<file path="src/rtl/alu_wb_queue_if.sv">
// ALU-result / register-file writeback bus for alu_wb_queue.
// The slave modport is the queue; the master modport is the surrounding pipeline.
interface alu_wb_queue_if #(
    parameter int WIDTH = 32,
    parameter int TAG_W = 5
);
    logic             alu_valid;
    logic [WIDTH-1:0] alu_r;
    logic             alu_zero;
    logic             alu_ovf;
    logic [TAG_W-1:0] alu_rd;
    logic             issue_stall;

    logic             wb_valid;
    logic             wb_ready;
    logic [WIDTH-1:0] wb_data;
    logic [TAG_W-1:0] wb_rd;
    logic             wb_zero;

    modport slave (
        input  alu_valid, alu_r, alu_zero, alu_ovf, alu_rd, wb_ready,
        output issue_stall, wb_valid, wb_data, wb_rd, wb_zero
    );

    modport master (
        output alu_valid, alu_r, alu_zero, alu_ovf, alu_rd, wb_ready,
        input  issue_stall, wb_valid, wb_data, wb_rd, wb_zero
    );
endinterface

</file>
<file path="src/rtl/alu_wb_queue.sv">
// Writeback FIFO between the registered ALU and the register-file write port,
// with issue stall, overrun flag and overflow statistics.
// Optional macro ALU_WB_OVF_TRAP_EN: overflowing results are counted but never queued.
module alu_wb_queue #(
    parameter int DEPTH = 4,
    parameter int WIDTH = 32,
    parameter int TAG_W = 5
) (
    input  logic                 clk,
    input  logic                 reset,
    alu_wb_queue_if.slave        bus,
    input  logic                 ovf_clear,
    output logic                 ovf_sticky,
    output logic [7:0]           ovf_count,
    output logic                 overrun
);
    localparam int PTR_W = (DEPTH > 1) ? $clog2(DEPTH) : 1;
    localparam int CNT_W = PTR_W + 1;

    typedef struct packed {
        logic [WIDTH-1:0] data;
        logic [TAG_W-1:0] rd;
        logic             zero;
    } entry_t;

    entry_t             mem [DEPTH];
    logic [PTR_W-1:0]   wr_ptr;
    logic [PTR_W-1:0]   rd_ptr;
    logic [CNT_W-1:0]   count;

    logic               push_req;
    logic               push;
    logic               pop;
    logic               full;
    logic               ovf_event;
    entry_t             head;

    // Register 0 is never written; with trapping enabled the destination keeps its old value.
`ifdef ALU_WB_OVF_TRAP_EN
    assign push_req = bus.alu_valid && (bus.alu_rd != '0) && !bus.alu_ovf;
`else
    assign push_req = bus.alu_valid && (bus.alu_rd != '0);
`endif

    assign full      = (count == CNT_W'(DEPTH));
    assign pop       = bus.wb_valid && bus.wb_ready;
    assign push      = push_req && (!full || pop);
    assign ovf_event = bus.alu_valid && bus.alu_ovf;

    // One slot stays reserved for the result already in flight out of the ALU.
    assign bus.issue_stall = (count >= CNT_W'(DEPTH - 1));

    assign head         = mem[rd_ptr];
    assign bus.wb_valid = (count != '0);
    // Gated so the head fields read 0 while the queue is empty, including after reset.
    assign bus.wb_data  = bus.wb_valid ? head.data : '0;
    assign bus.wb_rd    = bus.wb_valid ? head.rd   : '0;
    assign bus.wb_zero  = bus.wb_valid ? head.zero : 1'b0;

    // NOTE: storage array has no reset; validity is tracked by count, so clearing it buys nothing.
    always_ff @(posedge clk) begin
        if (push) begin
            mem[wr_ptr] <= '{data: bus.alu_r, rd: bus.alu_rd, zero: bus.alu_zero};
        end
    end

    // NOTE: all state registers use non-blocking assignments so every flop samples pre-edge values.
    always_ff @(posedge clk or posedge reset) begin
        if (reset) begin
            wr_ptr <= '0;
            rd_ptr <= '0;
            count  <= '0;
        end else begin
            if (push) begin
                wr_ptr <= wr_ptr + PTR_W'(1);
            end
            if (pop) begin
                rd_ptr <= rd_ptr + PTR_W'(1);
            end
            if (push && !pop) begin
                count <= count + CNT_W'(1);
            end else if (pop && !push) begin
                count <= count - CNT_W'(1);
            end
        end
    end

    always_ff @(posedge clk or posedge reset) begin
        if (reset) begin
            overrun <= 1'b0;
        end else if (push_req && full && !pop) begin
            overrun <= 1'b1;
        end
    end

    // An overflow event in the same cycle as a clear wins and restarts the count at 1.
    always_ff @(posedge clk or posedge reset) begin
        if (reset) begin
            ovf_sticky <= 1'b0;
            ovf_count  <= '0;
        end else if (ovf_event) begin
            ovf_sticky <= 1'b1;
            if (ovf_clear) begin
                ovf_count <= 8'd1;
            end else if (ovf_count != 8'hFF) begin
                ovf_count <= ovf_count + 8'd1;
            end
        end else if (ovf_clear) begin
            ovf_sticky <= 1'b0;
            ovf_count  <= '0;
        end
    end
endmodule

</file>
<file path="src/flat_wrapper.sv">
// flat-port wrapper written by rule: the top's interface ports become plain ports
module alu_wb_queue_flat 
#(
    parameter int DEPTH = 4,
    parameter int WIDTH = 32,
    parameter int TAG_W = 5
)
  (clk, reset, ovf_clear, ovf_sticky, ovf_count, overrun, bus_alu_valid, bus_alu_r, bus_alu_zero, bus_alu_ovf, bus_alu_rd, bus_wb_ready, bus_issue_stall, bus_wb_valid, bus_wb_data, bus_wb_rd, bus_wb_zero);
  alu_wb_queue_if #(.WIDTH(WIDTH), .TAG_W(TAG_W)) bus_i ();
  input  logic clk;
  input  logic reset;
  input  logic ovf_clear;
  output logic ovf_sticky;
  output logic [7:0] ovf_count;
  output logic overrun;
  input wire logic [$bits(bus_i.alu_valid)-1:0] bus_alu_valid;
  input wire logic [$bits(bus_i.alu_r)-1:0] bus_alu_r;
  input wire logic [$bits(bus_i.alu_zero)-1:0] bus_alu_zero;
  input wire logic [$bits(bus_i.alu_ovf)-1:0] bus_alu_ovf;
  input wire logic [$bits(bus_i.alu_rd)-1:0] bus_alu_rd;
  input wire logic [$bits(bus_i.wb_ready)-1:0] bus_wb_ready;
  output wire logic [$bits(bus_i.issue_stall)-1:0] bus_issue_stall;
  output wire logic [$bits(bus_i.wb_valid)-1:0] bus_wb_valid;
  output wire logic [$bits(bus_i.wb_data)-1:0] bus_wb_data;
  output wire logic [$bits(bus_i.wb_rd)-1:0] bus_wb_rd;
  output wire logic [$bits(bus_i.wb_zero)-1:0] bus_wb_zero;
  assign bus_i.alu_valid = bus_alu_valid;
  assign bus_i.alu_r = bus_alu_r;
  assign bus_i.alu_zero = bus_alu_zero;
  assign bus_i.alu_ovf = bus_alu_ovf;
  assign bus_i.alu_rd = bus_alu_rd;
  assign bus_i.wb_ready = bus_wb_ready;
  assign bus_issue_stall = bus_i.issue_stall;
  assign bus_wb_valid = bus_i.wb_valid;
  assign bus_wb_data = bus_i.wb_data;
  assign bus_wb_rd = bus_i.wb_rd;
  assign bus_wb_zero = bus_i.wb_zero;
  alu_wb_queue #(.DEPTH(DEPTH), .WIDTH(WIDTH), .TAG_W(TAG_W)) u_core (.clk(clk), .reset(reset), .bus(bus_i), .ovf_clear(ovf_clear), .ovf_sticky(ovf_sticky), .ovf_count(ovf_count), .overrun(overrun));
endmodule
</file>
<file path="config.mk">
export PLATFORM = sky130hd
export DESIGN_NAME = alu_wb_queue_flat
export DESIGN_NICKNAME = d
export VERILOG_FILES = /design/src/rtl/alu_wb_queue_if.sv /design/src/rtl/alu_wb_queue.sv /design/src/flat_wrapper.sv
export SDC_FILE = /design/constraint.sdc
export NUM_CORES = 1
export LEC_CHECK = 0
export CAP_MARGIN = 20
export CORE_MARGIN = 1.5
export CORE_UTILIZATION = 49
export CTS_CLUSTER_DIAMETER = 30
export CTS_CLUSTER_SIZE = 40
export DETAILED_ROUTE_END_ITERATION = 10
export PLACE_DENSITY = 0.76
export SKIP_LAST_GASP = 1
export SLEW_MARGIN = 5
export SYNTH_ARGS = -nofsm -noshare
export SYNTH_HDL_FRONTEND = slang
export SYNTH_SLANG_ARGS = --single-unit
</file>
<file path="constraint.sdc">
create_clock -name clk -period 2.35 [get_ports clk]
set_input_delay 0.47 -clock clk [delete_from_list [all_inputs] [get_ports clk]]
set_output_delay 0.47 -clock clk [all_outputs]
set_load 0.1 [all_outputs]
</file>
**Yosys cells after proc, flatten, opt, wreduce, memory -nomap -nowiden**

Memories as Yosys holds them, arrays and structs flattened.
Cells that the tools add are included.
W data, S select, Z words.

- RAM bits: 152
- Input bits: 44
- Bits in registers: 17
- Output and inout port bits: 50
- Memories kept: 1
- Word-level logic and storage cells: 46

Memories:

| name | depth | width | rd ports | clocked after memory_dff | wr ports | RTL line | source |
|---|---|---|---|---|---|---|---|
| u_core.mem | 4 | 38 | 1 | 0 | 1 | alu_wb_queue.sv:26 | `entry_t mem [DEPTH];` |

- $add $sub $neg: 5
- Muxes and demuxes: 13
- $lt $le $gt $ge: 1
- Reduce and logical (&&, ||, !) cells: 18
- Eq/ne operators: 2

Operator list:

| operator | count |
|---|---|
| $mux W32 | 1 |
| $mux W8 | 4 |
| $add A8 B1 Y8 const B | 1 |
| $logic_and A1 B1 Y1 | 8 |
| $ne A8 B8 Y1 const B | 1 |
| $mux W3 | 2 |
| $reduce_bool A2 Y1 | 3 |
| $mux W1 | 5 |
| $mux W5 | 1 |
| $reduce_bool A5 Y1 | 1 |
| $add A2 B1 Y2 const B | 2 |
| $add A3 B1 Y3 const B | 1 |
| $eq A3 B3 Y1 const B | 1 |
| $ge A3 B2 Y1 const B | 1 |
| $logic_not A1 Y1 | 3 |
| $reduce_bool A3 Y1 | 1 |
| $sub A3 B1 Y3 const B | 1 |
| $reduce_and A2 Y1 | 1 |
| $logic_or A1 B1 Y1 | 1 |

**Longest topological paths before layout**

Gate-level depths: netlist of run 1.

- Word-level depth: 8
- Mapped depth: 8
- Gate-level depth less buffers: 8

**Worst setup path after synthesis of run 1**

Ideal clock, no wire load.

- Path type: reg2out
- Start: reg u_core.count[0]
- End: out bus_wb_data[22]
- Path buffers: 1
- Cell stages (with the launch flop): 4
- Data required time: 1880 ps
- Data arrival time: 2469 ps
- Slack: -589 ps
- Cells stage by stage: dfrtp_1 -> or3_1 -> clkbuf_1 -> and2_1

- Word-level cells in the longest chain between the ends: 2

Ends and longest elaborated chain:

| what | RTL line | source |
|---|---|---|
| start, declared | alu_wb_queue.sv:29 | `logic [CNT_W-1:0] count;` |
| start signal, assigned | alu_wb_queue.sv:81 | `count <= count + CNT_W'(1);` |
| start signal, assigned | alu_wb_queue.sv:83 | `count <= count - CNT_W'(1);` |
| $reduce_bool A3 Y1 | alu_wb_queue.sv:54 | `assign bus.wb_valid = (count != '0);` |
| via bus_wb_valid | flat_wrapper.sv:23 | `output wire logic [$bits(bus_i.wb_valid)-1:0] bus_wb_valid;` |
| $mux W32 | alu_wb_queue.sv:56 | `assign bus.wb_data = bus.wb_valid ? head.data : '0;` |
| end, declared | flat_wrapper.sv:24 | `output wire logic [$bits(bus_i.wb_data)-1:0] bus_wb_data;` |

The timed path passes the listed nets, and every way through them passes these cells.

**Worst setup path in the final report of run 1**

- Start: reg u_core.rd_ptr[0]
- End: out bus_wb_data[10]

- Word-level cells in the longest chain between the ends: 2

Ends and longest elaborated chain:

| what | RTL line | source |
|---|---|---|
| start, declared | alu_wb_queue.sv:28 | `logic [PTR_W-1:0] rd_ptr;` |
| start signal, assigned | alu_wb_queue.sv:78 | `rd_ptr <= rd_ptr + PTR_W'(1);` |
| $mem_v2 Z4 W38 | -- |  |
| $mux W32 | alu_wb_queue.sv:56 |  |

No other way between the ends.

==> results of run 1 <==
[final timing paths]
check | startpoint | end | cells after the start
setup / recovery | u_core.rd_ptr[0]$_DFFE_PP0N_ | bus_wb_data[10] | 5
hold / removal | reset | u_core.ovf_count[3]$_DFFE_PP0P_ | 2
setup reg to reg | u_core.count[0]$_DFFE_PP0P_ | u_core.count[2]$_DFFE_PP0P_ | 8
hold reg to reg | u_core.overrun$_DFFE_PP0P_ | u_core.overrun$_DFFE_PP0P_ | 1
max in group asynchronous | reset | u_core.rd_ptr[1]$_DFFE_PP0N_ | 2
min in group clk | u_core.overrun$_DFFE_PP0P_ | u_core.overrun$_DFFE_PP0P_ | 1
[layer usage]
| layer | track usage [%] | up-vias |
|---|---|---|
| li1 | - | 1593 |
| met1 | 27.7 | 1869 |
| met2 | 33.3 | 132 |
| met3 | 4.15 | 12 |
| met4 | 6.18 | 0 |
| met5 | 0 | - |
[sequential cells by signal, indices dropped and copies added, names as in the netlist]
| name | cells |
|---|---|
| u_core.ovf_count | 8 |
| u_core.mem | 152 |
| u_core.overrun | 1 |
| u_core.rd_ptr | 2 |
| u_core.count | 3 |
| u_core.ovf_sticky | 1 |
| u_core.wr_ptr | 2 |
[through the flow]
stage / instances / hold slack (ns)
4_1_cts: 651 / 0.467
3_3_place_gp: 614 / 0.449
2_1_floorplan: 332 / 0.396
6_report: 651 / 0.459
5_1_grt: 651 / 0.496
3_5_place_dp: 614 / 0.449
[timing repair]
item	4_1_cts	5_1_grt
setup buffers	3	0
endpoints found under the hold margin	0	0
resized for setup	40	5
gates cloned	3	1
setup endpoints to repair	38	39
[layout make-up]
class / instances / area [sq um] / share of cell area (%)
clock buffer: 22 / 444 / 4.81
clock inverter: 9 / 98.8 / 1.07
sequential: 169 / 5000 / 54.1
multi-input combinational: 140 / 1710 / 18.5
timing repair buffer: 127 / 1730 / 18.8
tap: 176 / 220 / 2.39
inverter: 8 / 30.0 / 0.325
[kinds of logic (layout without fill, tap and decap cells)]
family                   Yosys count  in the layout  synth area share (%)
flip-flops                       169            169                  73.7
AND/OR/NAND/NOR                   66             66                  6.23
multiplexers                      41             41                  13.2
buffers and inverters             23            166                  2.48
AO/OA/AOI/OAI                     20             20                  2.27
adder cells (fa/ha/maj)            7              7                  1.40
XOR/XNOR                           6              6                 0.776
[worst register-to-register path, cell delays in order, from the launching register on]
cell	delay, ns
dfrtp_2	0.46
or3_1	0.44
nand2_1	0.14
ha_2	0.20
inv_1	0.06
fa_1	0.37
xor2_1	0.15
nor2_1	0.13
xor2_1	0.16
[layout by cell type (no fill, tap or decap), types with 2 or more instances in the layout]
cell type,instances
edfxtp_1,152
buf_12,48
clkdlybuf4s50_1,42
mux4_2,38
and2_4,32
buf_4,30
clkbuf_16,18
dfrtp_1,14
and2_2,10
inv_1,8
ha_1,5
clkbuf_1,5
a21oi_1,4
xnor2_1,4
and3_1,3
nand2_1,3
nand3_1,3
a31oi_1,3
a211oi_1,3
clkinv_2,3
buf_6,3
nand2b_1,2
nand4_1,2
nor3_1,2
a311oi_1,2
a41oi_1,2
a21o_1,2
xor2_1,2
clkinv_1,2
bufinv_16,2
buf_16,2
dfrtp_2,2
==> reports/results.ini, run 1 <==
[grt]
grt_overflow = 0
antenna_found_initial = 0
track_usage_pct = 20.3
grt_pass1_wl_mm = 21.3
grt_pass1_vias = 3728
grt_max_degree = 41

[floorplan]
fp.dieH_um = 121
coreArea_sq_mm = 0.0133
fp.dieArea_sq_mm = 0.0145
rows = 42
die_w_um = 121
start_util_pct = 50.7
ios = 94

[yosys]
synth.most_common_cell = edfxtp_1
synth_edf_count = 152
netlist_top_cells_count = edfxtp_1, and2_1, mux4_2, dfrtp_1, inv_1
yosysTopAreaCellShare_pct = 67.4
yosysSeqAreaShare_pct = 73.7
yosysUniqueCellTypes = 41
synth_area_leaders = edfxtp_1, mux4_2, dfrtp_1
synth_seq_cells = 169
synth_ff_type = edfxtp_1
yosysTopAreaCell = edfxtp_1
synthCells = 332
avgSynthCellArea_sq_um = 20.4
yosys_warnings = 0
synth_nets = 383
syn_area_sq_mm = 0.00677
ys_async_sr_fraction_pct = 10.1

[detailed_routing]
drtPass1Iterations = 4
routedWlPerCell_um = 21.4
antenna_left = 0
vias = 3606
met3_length_um = 701
avgViaCountPerCell = 5.54
wl_met1_mm = 5.99
route.detailed.drc = 0
met2_length_mm = 7.12
topRoutingLayerUsed = met4
wl_mm = 13.9
first_iter_violations = 350

[cts]
cts_buffers = 17
cts_tree = built
clockBufferDepth = 2
hold_buffers = 0
cts_root_buf = clkbuf_16
path_clk_slew_ns = 0.06
h-tree-depth = 4
clock-sinks = 169
clk_latency_ns = 0.41

[final_layout]
syn2layout_area_growth_pct = 36.3
final_util_pct = 69.2
insertedDiodeCount = 0
final_layout_size_suffix_gt1_share_pct = 41.5
nets = 514
num-fill-cells = 822
final_area_sq_mm = 0.00923

[worst_setup_path]
arrival_ns = 1.99
cp-end-kind = output port
critPathMaxFanout = 8
cp.buffers_inverters = 3
path_class = register to output port
worst_ep_required_time_ns = 1.88
crit_path_top_delay_cell = mux4_2
r2r_setup_slack_ns = 0.17
cpLargestDelayFamily = multiplexers
path_cells = buf_6, buf_16, mux4_2, and2_4, buf_12
startpoint_type = register
cpPeakStageDelay_ns = 0.50

[timing]
worst_slack_ns = -0.112
slew_headroom_pct = 54.3
tightest_slew_ns = 0.684
post-route-min-period_ns = 2.46
hold_viol_final = 0
rsz0062_at_grt = true
setup_viol = 38
finalCritPeriodShare_pct = 105
finClkSkew_ns = 0.0105
final.setup.tns_ns = -2.93
slew_viol_final = 0
max_freq_mhz = 406

[placed_design]
numPortBuffers = 93
hpwl_mm = 7.94
place_ws_ns = -0.337
place_congestion = 0.901
postPlaceCellArea_sq_mm = 0.00848

[run_status]
status = complete, but fails checks
violations = setup timing

[min_path]
hold_class = input pin to asynchronous set/reset pin

[run]
drv_cap = 0

Power of run 1 is not shown: default switching activity piles up to over one toggle a cycle in this logic, so the estimate is an artifact.
==> run 2, diff against run 1 <==
- clock period: 2.35 -> 2 ns (I/O delays scaled with it)
==> reports/results.ini, run 2 (synthesis results as in run 1) <==
[timing]
hold_viol_final = 0  ; unchanged
worst_slack_ns = -0.374  ; was -0.112 ns
rsz0062_at_grt = true  ; unchanged
post-route-min-period_ns = 2.37
slew_viol_final = 0  ; unchanged
tightest_slew_ns = 0.369  ; was 0.684 ns
finClkSkew_ns = 0.0104  ; was 0.0105 ns
slew_headroom_pct = 75.4  ; was 54.3%
finalCritPeriodShare_pct = 119
max_freq_mhz = 421
setup_viol = 53  ; was 38

[placed_design]
hpwl_mm = 8.05  ; was 7.94 mm
place_ws_ns = -0.749  ; was -0.337 ns
placed_cells = 614  ; unchanged
numPortBuffers = 93  ; unchanged
place_congestion = 0.813  ; was 0.901

[cts]
h-tree-depth = 4  ; unchanged
clk_latency_ns = 0.42  ; was 0.41 ns
clockBufferDepth = 2  ; unchanged
cts_tree = built  ; unchanged
cts_buffers = 17  ; unchanged
clock-sinks = 169  ; unchanged
path_clk_slew_ns = 0.07  ; was 0.06 ns
cts_root_buf = clkbuf_16  ; unchanged
hold_buffers = 0  ; unchanged

[worst_setup_path]
critPathMaxFanout = 8  ; unchanged
path_class = register to output port  ; unchanged
cp.buffers_inverters = 3  ; unchanged
crit_path_top_delay_cell = mux4_2  ; unchanged
crit_top_cell = buf_12
cp-end-kind = output port  ; unchanged
worst_ep_required_time_ns = 1.60  ; was 1.88 ns
cpPeakStageDelay_ns = 0.53  ; was 0.50 ns
cpLargestDelayFamily = multiplexers  ; unchanged
startpoint_type = register  ; unchanged
arrival_ns = 1.97  ; was 1.99 ns
path_cells = buf_12, buf_12, mux4_2, and2_4, buf_12  ; was buf_6, buf_16, mux4_2, and2_4, buf_12

[detailed_routing]
antenna_left = 0  ; unchanged
route.detailed.drc = 0  ; unchanged
avgViaCountPerCell = 5.49  ; was 5.54
routedWlPerCell_um = 20.8  ; was 21.4 um
vias = 3611  ; was 3606
wl_mm = 13.7  ; was 13.9 mm
first_iter_violations = 274  ; was 350
drtPass1Iterations = 4  ; unchanged

[final_layout]
multiInputGateArea_sq_mm = 0.00176  ; was 0.00171 sq mm
syn2layout_area_growth_pct = 39.1  ; was 36.3%
nets = 520  ; was 514
final_layout_size_suffix_gt1_share_pct = 44.2  ; was 41.5%
num-fill-cells = 802  ; was 822
fin_cells = 658  ; was 651
insertedDiodeCount = 0  ; unchanged
largest_register = u_core.mem  ; unchanged
mostFrequentLayoutCells = edfxtp_1, buf_12, clkdlybuf4s50_1  ; unchanged
seq_area_sq_mm = 0.00499  ; was 0.00500 sq mm
largest_reg_flops = 152  ; unchanged
final_util_pct = 70.6  ; was 69.2%
top_regs = u_core.mem (152), u_core.ovf_count (8), u_core.count (3)  ; unchanged
final_common_cell = edfxtp_1  ; unchanged

[grt]
grt_max_degree = 41  ; unchanged
track_usage_pct = 19.5  ; was 20.3%
antenna_found_initial = 0  ; unchanged
grt_pass1_wl_mm = 20.9  ; was 21.3 mm
grt_overflow = 0  ; unchanged
grt_pass1_vias = 3830  ; was 3728

[floorplan]
coreArea_sq_mm = 0.0133  ; unchanged
start_util_pct = 50.7  ; unchanged
rows = 42  ; unchanged
fp.dieH_um = 121  ; unchanged
fp.dieArea_sq_mm = 0.0145  ; unchanged
die_w_um = 121  ; unchanged
ios = 94  ; unchanged

[run_status]
status = complete, but fails checks  ; unchanged
violations = setup timing  ; unchanged

[run]
drv_cap = 0  ; unchanged

[min_path]
hold_class = input pin to asynchronous set/reset pin  ; unchanged

run 2: path summary, 6_finish.rpt:
check	start	endpoint	slack, ns	depth (start not counted)
max in group asynchronous	reset	u_core.rd_ptr[1]$_DFFE_PP0N_	1.50	3
min	reset	u_core.count[0]$_DFFE_PP0P_	0.29	3
max	u_core.rd_ptr[0]$_DFFE_PP0N_	bus_wb_data[14]	-0.37	5
max reg2reg	u_core.count[0]$_DFFE_PP0P_	u_core.count[1]$_DFFE_PP0P_	-0.10	8
min in group clk	bus_alu_rd[3]	u_core.mem[3][4]$_DFFE_PP_	0.47	1
min reg2reg	u_core.overrun$_DFFE_PP0P_	u_core.overrun$_DFFE_PP0P_	0.49	1
run 2: stage by stage:
step	instance area [sq um]	TNS, ns	hold WS [ns]
global route	9420	-22.02	0.323
CTS	9400	-14.39	0.295
detailed placement	8610	-73.33	0.487
global placement	8610	-63.07	0.477
floorplan	6850	-0.0250	0.326
finish	9420	-12.83	0.293
run 2: worst reg2reg max path, delay by kind of cell (launching register included):
| kind | cells | cell delay (ns) |
|---|---|---|
| adders and majority gates | 2 | 0.59 |
| muxes | 1 | 0.28 |
| AOI/OAI and AO/OA | 1 | 0.07 |
| and+or+nand+nor | 1 | 0.34 |
| DFF | 1 | 0.40 |
| buffers and inverters | 3 | 0.28 |
run 2: repair_timing:
action | CTS | global route
endpoints found under the setup margin | 193 | 41
pin swaps | 2 | 7
endpoints found under the hold margin | 0 | 0
gates resized for setup | 44 | 11
cloned | 3 | 2
buffers inserted | 7 | 3
run 2: area by class of cell:
| cell class | count | area share, % |
|---|---|---|
| Tap cell | 176 | 2.34 |
| Multi-Input combinational cell | 140 | 18.7 |
| Sequential cell | 169 | 53.0 |
| Clock buffer | 18 | 4.56 |
| Timing Repair Buffer | 133 | 19.8 |
| Inverter | 8 | 0.319 |
| Clock inverter | 14 | 1.30 |
run 2: metal layers:
| layer | vias to the layer above | part of all wire, % | track usage, % |
|---|---|---|---|
| li1 | 1605 | - | - |
| met1 | 1869 | 41 | 24.9 |
| met2 | 126 | 53 | 33.2 |
| met3 | 11 | 5.3 | 4.91 |
| met4 | 0 | 1.3 | 6.03 |
| met5 | - | 0 | 0 |
Power of run 2 is left out for the same reason.
==> run 3, diff against run 2 <==
- CORE_UTILIZATION: 49 -> 55
- DONT_BUFFER_PORTS: unset -> 1
- PLACE_DENSITY: 0.76 -> unset
- PLACE_DENSITY_LB_ADDON: unset -> 0.08
- SLEW_MARGIN: 5 -> 10
==> reports/results.ini, run 3 (synthesis results as in run 1) <==
[run_status]
status = complete, but fails checks  ; unchanged
violations = setup timing  ; unchanged

[cts]
clockBufferDepth = 2  ; unchanged
cts_root_buf = clkbuf_16  ; unchanged
path_clk_slew_ns = 0.06  ; was 0.07 ns
cts_tree = built  ; unchanged
h-tree-depth = 4  ; unchanged
cts_buffers = 17  ; unchanged
clock-sinks = 169  ; unchanged
clk_latency_ns = 0.42  ; about the same

[floorplan]
fp.dieArea_sq_mm = 0.0130  ; was 0.0145 sq mm
fp.dieH_um = 114  ; was 121 um
ios = 94  ; unchanged
die_w_um = 114  ; was 121 um
coreArea_sq_mm = 0.0120  ; was 0.0133 sq mm
rows = 40  ; was 42
start_util_pct = 56.4  ; was 50.7%

[placed_design]
placed_cells = 501  ; was 614
place_congestion = 0.732  ; was 0.813
hpwl_mm = 6.93  ; was 8.05 mm
place_ws_ns = -0.0503  ; was -0.749 ns
numPortBuffers = 0  ; was 93

[timing]
post-route-min-period_ns = 2.32  ; was 2.37 ns
max_freq_mhz = 431  ; was 421 MHz
slew_viol_final = 0  ; unchanged
worst_slack_ns = -0.321  ; was -0.374 ns
slew_headroom_pct = 38.9  ; was 75.4%
finClkSkew_ns = 0.00933  ; was 0.0104 ns
hold_viol_final = 0  ; unchanged
setup_viol = 40  ; was 53
finalCritPeriodShare_pct = 116  ; was 119%
rsz0062_at_grt = true  ; unchanged
tightest_slew_ns = 0.917  ; was 0.369 ns

[detailed_routing]
route.detailed.drc = 0  ; unchanged
avgViaCountPerCell = 5.81  ; was 5.49
drtPass1Iterations = 4  ; unchanged
antenna_left = 0  ; unchanged
vias = 3193  ; was 3611
routedWlPerCell_um = 21.6  ; was 20.8 um
wl_mm = 11.9  ; was 13.7 mm
first_iter_violations = 197  ; was 274

[final_layout]
fin_cells = 550  ; was 658
num-fill-cells = 789  ; was 802
largest_reg_flops = 152  ; unchanged
mostFrequentLayoutCells = edfxtp_1, mux4_2, and2_4  ; was edfxtp_1, buf_12, clkdlybuf4s50_1
top_regs = u_core.mem (152), u_core.ovf_count (8), u_core.count (3)  ; unchanged
insertedDiodeCount = 0  ; unchanged
final_layout_size_suffix_gt1_share_pct = 43.2  ; was 44.2%
final_common_cell = edfxtp_1  ; unchanged
largest_register = u_core.mem  ; unchanged
syn2layout_area_growth_pct = 22.2  ; was 39.1%
nets = 441  ; was 520

[grt]
antenna_found_initial = 0  ; unchanged
grt_max_degree = 28  ; was 41
grt_pass1_vias = 3300  ; was 3830
track_usage_pct = 19.8  ; was 19.5%
grt_pass1_wl_mm = 18.1  ; was 20.9 mm
grt_overflow = 0  ; unchanged

[worst_setup_path]
critPathMaxFanout = 8  ; unchanged
worst_ep_required_time_ns = 1.60  ; about the same
arrival_ns = 1.92  ; was 1.97 ns
path_class = register to output port  ; unchanged
cp-end-kind = output port  ; unchanged
startpoint_type = register  ; unchanged

[min_path]
hold_class = input pin to register  ; was input pin to asynchronous set/reset pin

[run]
drv_cap = 0  ; unchanged

## run 3: changes by cell type in the layout (fill, tap and decap cells not counted), sizes merged
| cell | delta |
|---|---|
| clkbuf | +6 |
| dlygate4sd2 | -4 |
| bufinv | -1 |
| clkdlybuf4s50 | -39 |
| dlygate4sd3 | +1 |
| clkinv | +1 |
| inv | -4 |
| buf | -37 |
| clkinvlp | -2 |
## run 3: final timing paths
check | startpoint | end | slack, ns | cells past startpoint
worst max-delay path | u_core.rd_ptr[0]$_DFFE_PP0N_ | bus_wb_zero | -0.32 | 4
worst min-delay path | ovf_clear | u_core.ovf_count[6]$_DFFE_PP0P_ | 0.03 | 1
worst max register to register | u_core.count[0]$_DFFE_PP0P_ | u_core.count[1]$_DFFE_PP0P_ | 0 | 7
worst min register to register | u_core.ovf_count[6]$_DFFE_PP0P_ | u_core.ovf_count[6]$_DFFE_PP0P_ | 0.54 | 1
max in group asynchronous | reset | u_core.rd_ptr[0]$_DFFE_PP0N_ | 1.03 | 2
min in group asynchronous | reset | u_core.ovf_count[1]$_DFFE_PP0P_ | 0.51 | 2
## run 3: final cells by class
class	count	area [sq um]	area share, %
sequential	169	4990	60.3
multi-input combinational	140	1760	21.2
timing repair buffer	54	764	9.24
clock buffer	24	503	6.08
tap	147	184	2.22
clock inverter	8	43.8	0.529
inverter	8	30.0	0.363
## run 3: routing by layer
layer | vias up | track usage (%) | share of wire [%]
met4 | 0 | 8.00 | 1.4
met2 | 97 | 31.5 | 50
met3 | 15 | 8.18 | 7.3
met5 | - | 0 | 0
li1 | 1451 | - | -
met1 | 1630 | 24.5 | 41
## run 3: timing repair
action,in CTS,in global routing
gates cloned,2,1
gates resized for setup,43,8
endpoints found under the hold margin,17,0
buffers inserted,12,3
hold buffers,1,0
pin swaps,11,7
setup endpoints to repair,41,41
## run 3: per-stage QoR
step	utilization, %	hold slack [ns]	setup TNS (ns)	instance area [sq um]
after floorplan	-	0.326	-0.0250	6850
after global placement	61.6	0.427	0	7400
after detailed placement	61.6	0.419	-0.0579	7400
after CTS	68.5	0.0184	-11.74	8230
after global routing	68.9	0.0164	-12.93	8270
final	68.9	0.0348	-10.57	8270
## run 3: critical path, stage by stage, from the launching register on
cell and delay (ns):
dfrtp_2 0.43, buf_12 0.16, clkbuf_16 0.15, mux4_2 0.48
and2_4 0.27
Power of run 3 is left out for the same reason.
